<file path="src/rtl/mem_cmd_splitter.sv">
// mem_cmd_splitter: splits a (address, length, tag) memory command into chunks
// that never cross a CHUNK_BYTES-aligned boundary and are at most CHUNK_BYTES long.
// Latency: first chunk valid 1 cycle after acceptance; chunks back-to-back on out_ready.
// Backpressure: out_* registered and held while out_valid && !out_ready; in_ready only in IDLE.
//
// Ports:
//   clk, rst_n                         single clock, synchronous active-low reset
//   in_valid/in_ready/in_address/in_length/in_tag         command slave channel
//   out_valid/out_ready/out_address/out_length/out_tag/out_last  chunk master channel
//   busy (state==SPLIT), cmd_done (1-cycle pulse after last chunk),
//   zero_len_err (1-cycle pulse after a zero-length command is accepted)
module mem_cmd_splitter #(
  parameter int ADDR_WIDTH  = 64,
  parameter int LEN_WIDTH   = 32,
  parameter int CHUNK_BYTES = 4096,
  parameter int TAG_WIDTH   = 8
) (
  input  logic                  clk,
  input  logic                  rst_n,
  input  logic                  in_valid,
  output logic                  in_ready,
  input  logic [ADDR_WIDTH-1:0] in_address,
  input  logic [LEN_WIDTH-1:0]  in_length,
  input  logic [TAG_WIDTH-1:0]  in_tag,
  output logic                  out_valid,
  input  logic                  out_ready,
  output logic [ADDR_WIDTH-1:0] out_address,
  output logic [LEN_WIDTH-1:0]  out_length,
  output logic [TAG_WIDTH-1:0]  out_tag,
  output logic                  out_last,
  output logic                  busy,
  output logic                  cmd_done,
  output logic                  zero_len_err
);

  localparam int CB_LOG = $clog2(CHUNK_BYTES);
  localparam int LW1    = LEN_WIDTH + 1;

  typedef enum logic {IDLE, SPLIT} state_t;

  state_t                state, state_nxt;
  // Bytes still owed for the command, including the chunk currently on out_*.
  logic [LEN_WIDTH-1:0]  rem;

  logic                  in_fire, out_fire;
  logic [ADDR_WIDTH-1:0] src_addr;
  logic [LEN_WIDTH-1:0]  src_rem;
  logic [LW1-1:0]        offset, room, clen_w;
  logic [LEN_WIDTH-1:0]  clen;
  logic                  clast;

  assign in_ready = (state == IDLE);
  assign busy     = (state == SPLIT);
  assign in_fire  = in_valid & in_ready;
  assign out_fire = out_valid & out_ready;

  // The chunk calculator is shared: in IDLE it sizes the first chunk of the
  // incoming command, in SPLIT it sizes the chunk following the current one.
  // Address arithmetic wraps naturally at 2^ADDR_WIDTH.
  assign src_addr = (state == IDLE) ? in_address : out_address + ADDR_WIDTH'(out_length);
  assign src_rem  = (state == IDLE) ? in_length  : rem - out_length;

  // One extra bit so that CHUNK_BYTES itself is representable.
  assign offset = LW1'(src_addr[CB_LOG-1:0]);
  assign room   = LW1'(CHUNK_BYTES) - offset;
  assign clen_w = ({1'b0, src_rem} < room) ? {1'b0, src_rem} : room;
  assign clen   = clen_w[LEN_WIDTH-1:0];
  assign clast  = (clen_w == {1'b0, src_rem});

  always_ff @(posedge clk) begin
    if (!rst_n) state <= IDLE;
    else        state <= state_nxt;
  end

  always_comb begin
    state_nxt = state;
    case (state)
      IDLE:    if (in_fire && in_length != '0) state_nxt = SPLIT;
      SPLIT:   if (out_fire && out_last)       state_nxt = IDLE;
      default: state_nxt = IDLE;
    endcase
  end

  always_ff @(posedge clk) begin
    if (!rst_n) begin
      out_valid    <= 1'b0;
      out_address  <= '0;
      out_length   <= '0;
      out_tag      <= '0;
      out_last     <= 1'b0;
      rem          <= '0;
      cmd_done     <= 1'b0;
      zero_len_err <= 1'b0;
    end else begin
      cmd_done     <= 1'b0;
      zero_len_err <= 1'b0;
      if (state == IDLE) begin
        if (in_fire) begin
          if (in_length == '0) begin
            zero_len_err <= 1'b1;
          end else begin
            out_valid   <= 1'b1;
            out_address <= src_addr;
            out_length  <= clen;
            out_last    <= clast;
            out_tag     <= in_tag;
            rem         <= src_rem;
          end
        end
      end else if (out_fire) begin
        if (out_last) begin
          out_valid <= 1'b0;
          out_last  <= 1'b0;
          cmd_done  <= 1'b1;
        end else begin
          out_address <= src_addr;
          out_length  <= clen;
          out_last    <= clast;
          rem         <= src_rem;
        end
      end
    end
  end

endmodule

</file>
<file path="config.mk">
export PLATFORM = sky130hd
export DESIGN_NAME = mem_cmd_splitter
export DESIGN_NICKNAME = d
export VERILOG_FILES = /design/src/rtl/mem_cmd_splitter.sv
export SDC_FILE = /design/constraint.sdc
export NUM_CORES = 1
export LEC_CHECK = 0
export ABC_AREA = 0
export CAP_MARGIN = 20
export CORE_ASPECT_RATIO = 0.75
export CORE_MARGIN = 4
export CORE_UTILIZATION = 53
export DETAILED_ROUTE_END_ITERATION = 6
export HOLD_SLACK_MARGIN = 0.15
export PLACE_DENSITY_LB_ADDON = 0.15
export SLEW_MARGIN = 40
export SYNTH_ARGS = -nofsm -noshare
export SYNTH_HDL_FRONTEND = slang
export SYNTH_SLANG_ARGS = --single-unit
</file>
<file path="constraint.sdc">
create_clock -name clk -period 7.93 [get_ports clk]
set_input_delay 1.586 -clock clk [delete_from_list [all_inputs] [get_ports clk]]
set_output_delay 1.586 -clock clk [all_outputs]
set_load 0.01 [all_outputs]
</file>
==> reports/results.txt <==
First-pass GRT wire length - 62.9 mm
Worst vdd rail ir drop - 148 uV
WS Path Type - flip-flop to flip-flop
N_diodes - 0
Arr. time, crit path - 5870 ps
# Max-Cap Violations - 0
Iter 0 DRT Violations - 1,531
Final critical-path required period - 5550 ps
Static leakage - 5.49 nW
Largest area contributor in the netlist - dfxtp_1
GPL Wtd Cong - 0.979
H-tree depth - 4
Max-slew violation count - 0
Critical Path RT - 8250 ps
Largest net degree at the start of global routing - 144
Status - completed
Nature of the critical path endpoint - flip-flop
Share of cells above drive strength 1 - 5.15%
Residual DRC - 0
Setup_tns - 0 ps
Worst hold path type - flip-flop to flip-flop
Die X - 176 um
P&R area growth vs syn - 26.3%
Drt via density - 6.54
Final Hold Viols - 0
Ports - 218
Vias - 12,800
CTS root buf - clkbuf_16
Core Region - 20,500 um^2
Worst-skew pair later-pin latency - 430 ps
Synthesis Warnings - 0
Post-synth EDFFs - 0
Synthesized net count - 1,684
PnR worst setup slack - 2380 ps
Sequential fraction of the synthesis area - 25.2%
Detail Route Antenna Nets - 0
GRT overflow - 0
Mapped Cells - 1,498
Synth top area cells - dfxtp_1 (25%), ha_1 (8.5%), a21oi_1 (6.1%)
Top cell type's share of synthesized area - 25.2%
CTS resizes - 0
Clock transition at the registers of the reported paths - 60 ps
CTS sink cnt - 141
Wirelength per Cell - 21.4 um
Cts hold-fix bufs - 0
Critical path startpoint category - flip-flop
Die Y - 134 um
CTS tree - yes
Unrepaired setup endpoints after global routing - false
Top_reg_cell synth - dfxtp_1
R2r setup slk - 2380 ps
Asr flop ratio synth - 0%
Initial Util - 54.7%
Syn avg cell area - 7.49 um^2
Final HPWL DP - 31.4 mm
Routed WL - 41.7 mm
Max Buffers Root-to-Sink - 2
CTS Buf Count - 17
Total Routing Usage GR - 33.4%
Setup violators final - 0
Final Power - 2.80 mW
Cell area after synthesis - 11,200 um^2
Post-CTS Setup Inserts - 0
Critical path peak fanout - 11
Drt first pass iters - 6
Pwr dens - 198 nW/um^2
Worst slack, placed - 2120 ps
Most frequent cells in the layout - clkdlybuf4s50_1 (216), dfxtp_1 (140), a21oi_1 (136)
Initial antenna violation count - 0
Number of port buffers - 217
Clk_skew - 15.7 ps
Slew @ Worst Pin - 877 ps
Slew HR - 41.2%
Most common cell after layout, fill and taps aside - clkdlybuf4s50_1
#FFs+latches synth - 141
Die area - 23,600 um^2
Vias in the first global route - 11,100
Tcrit/Tclk final - 70.0%
Dpl cell area - 13,500 um^2
Peak Freq - 180 MHz
Netlist cell types - 86
Final Cell Area - 14,200 um^2
Nets - 1,843
Row count - 45
## critical path, stage by stage (launching register included)
cell	delay, ps
dfxtp_1	430
ha_1	230
inv_1	60
fa_1	430
nand2b_1	210
a211o_1	320
a211oi_1	350
o21ai_0	200
a31oi_1	620
nor3b_1	430
xnor2_1	180
ha_1	250
nor4_1	230
o21ai_0	140
a31oi_1	170
nor2_1	60
o31a_1	110
nor2_1	560
nand3_1	160
a32o_1	280
## stage by stage
stage	hold slack (ps)	instances	util, %
after floorplan	436	1498	-
final	454	1951	69.1
after CTS	459	1950	69.0
after global routing	485	1951	69.1
after global placement	441	1919	66.0
after detailed placement	450	1919	66.0
## synth_stat cells, types with 35 or more instances
master    count
nand4_1      35
ha_1         76
inv_1        62
a21oi_1     137
nor2_1      129
nor3_1       57
nand2_1     131
xnor2_1      35
clkbuf_1     63
nand3_1      40
o21ai_0      88
dfxtp_1     141
a211oi_1     52
## power breakdown
part           switching [mW]  total, mW  internal (mW)
sequential             0.0747      0.842          0.767
combinational           0.636       1.09          0.452
clock                   0.342      0.868          0.526
## logic make-up (layout without fill, tap and decap cells)
family,after synthesis,after routing,synth area share [%]
AO/OA/AOI/OAI,507,507,30.4
XOR/XNOR,51,51,3.98
adder cells (fa/ha/maj),78,78,8.84
buffers and inverters,155,326,5.40
flip-flops,141,141,25.2
multiplexers,21,21,1.92
AND/OR/NAND/NOR,545,545,24.3
## sequential cells by signal, summed over array words and instances, names as in the netlist, 8 cells and up
signal / cells
rem: 32
out_length: 32
out_address: 64
out_tag: 8
## area by class of cell
type / count / area (um^2)
multi-input cells: 1202 / 7830
fillers: 1754 / 6330
flip-flops and latches: 141 / 2830
repair buffers: 232 / 2290
clock buffers: 17 / 425
well taps: 282 / 353
inverters: 63 / 236
clock inverters: 14 / 194
## layer usage
metal,part of all wire (%),up-vias,track usage [%]
li1,-,5930,-
met1,46,5971,52.0
met2,39,796,44.9
met3,13,65,8.96
met4,2.0,0,8.35
met5,0,-,0
## path summary, 6_finish.rpt
kind | startpoint | endpoint | cells past startpoint
hold reg to reg | out_tag[4] | out_tag[4] | 2
setup reg to reg | out_length[0] | out_length[11] | 19
hold / removal | out_tag[4] | out_tag[4] | 2
setup / recovery | out_length[0] | out_length[11] | 19
(Power assumes the default switching activity.)
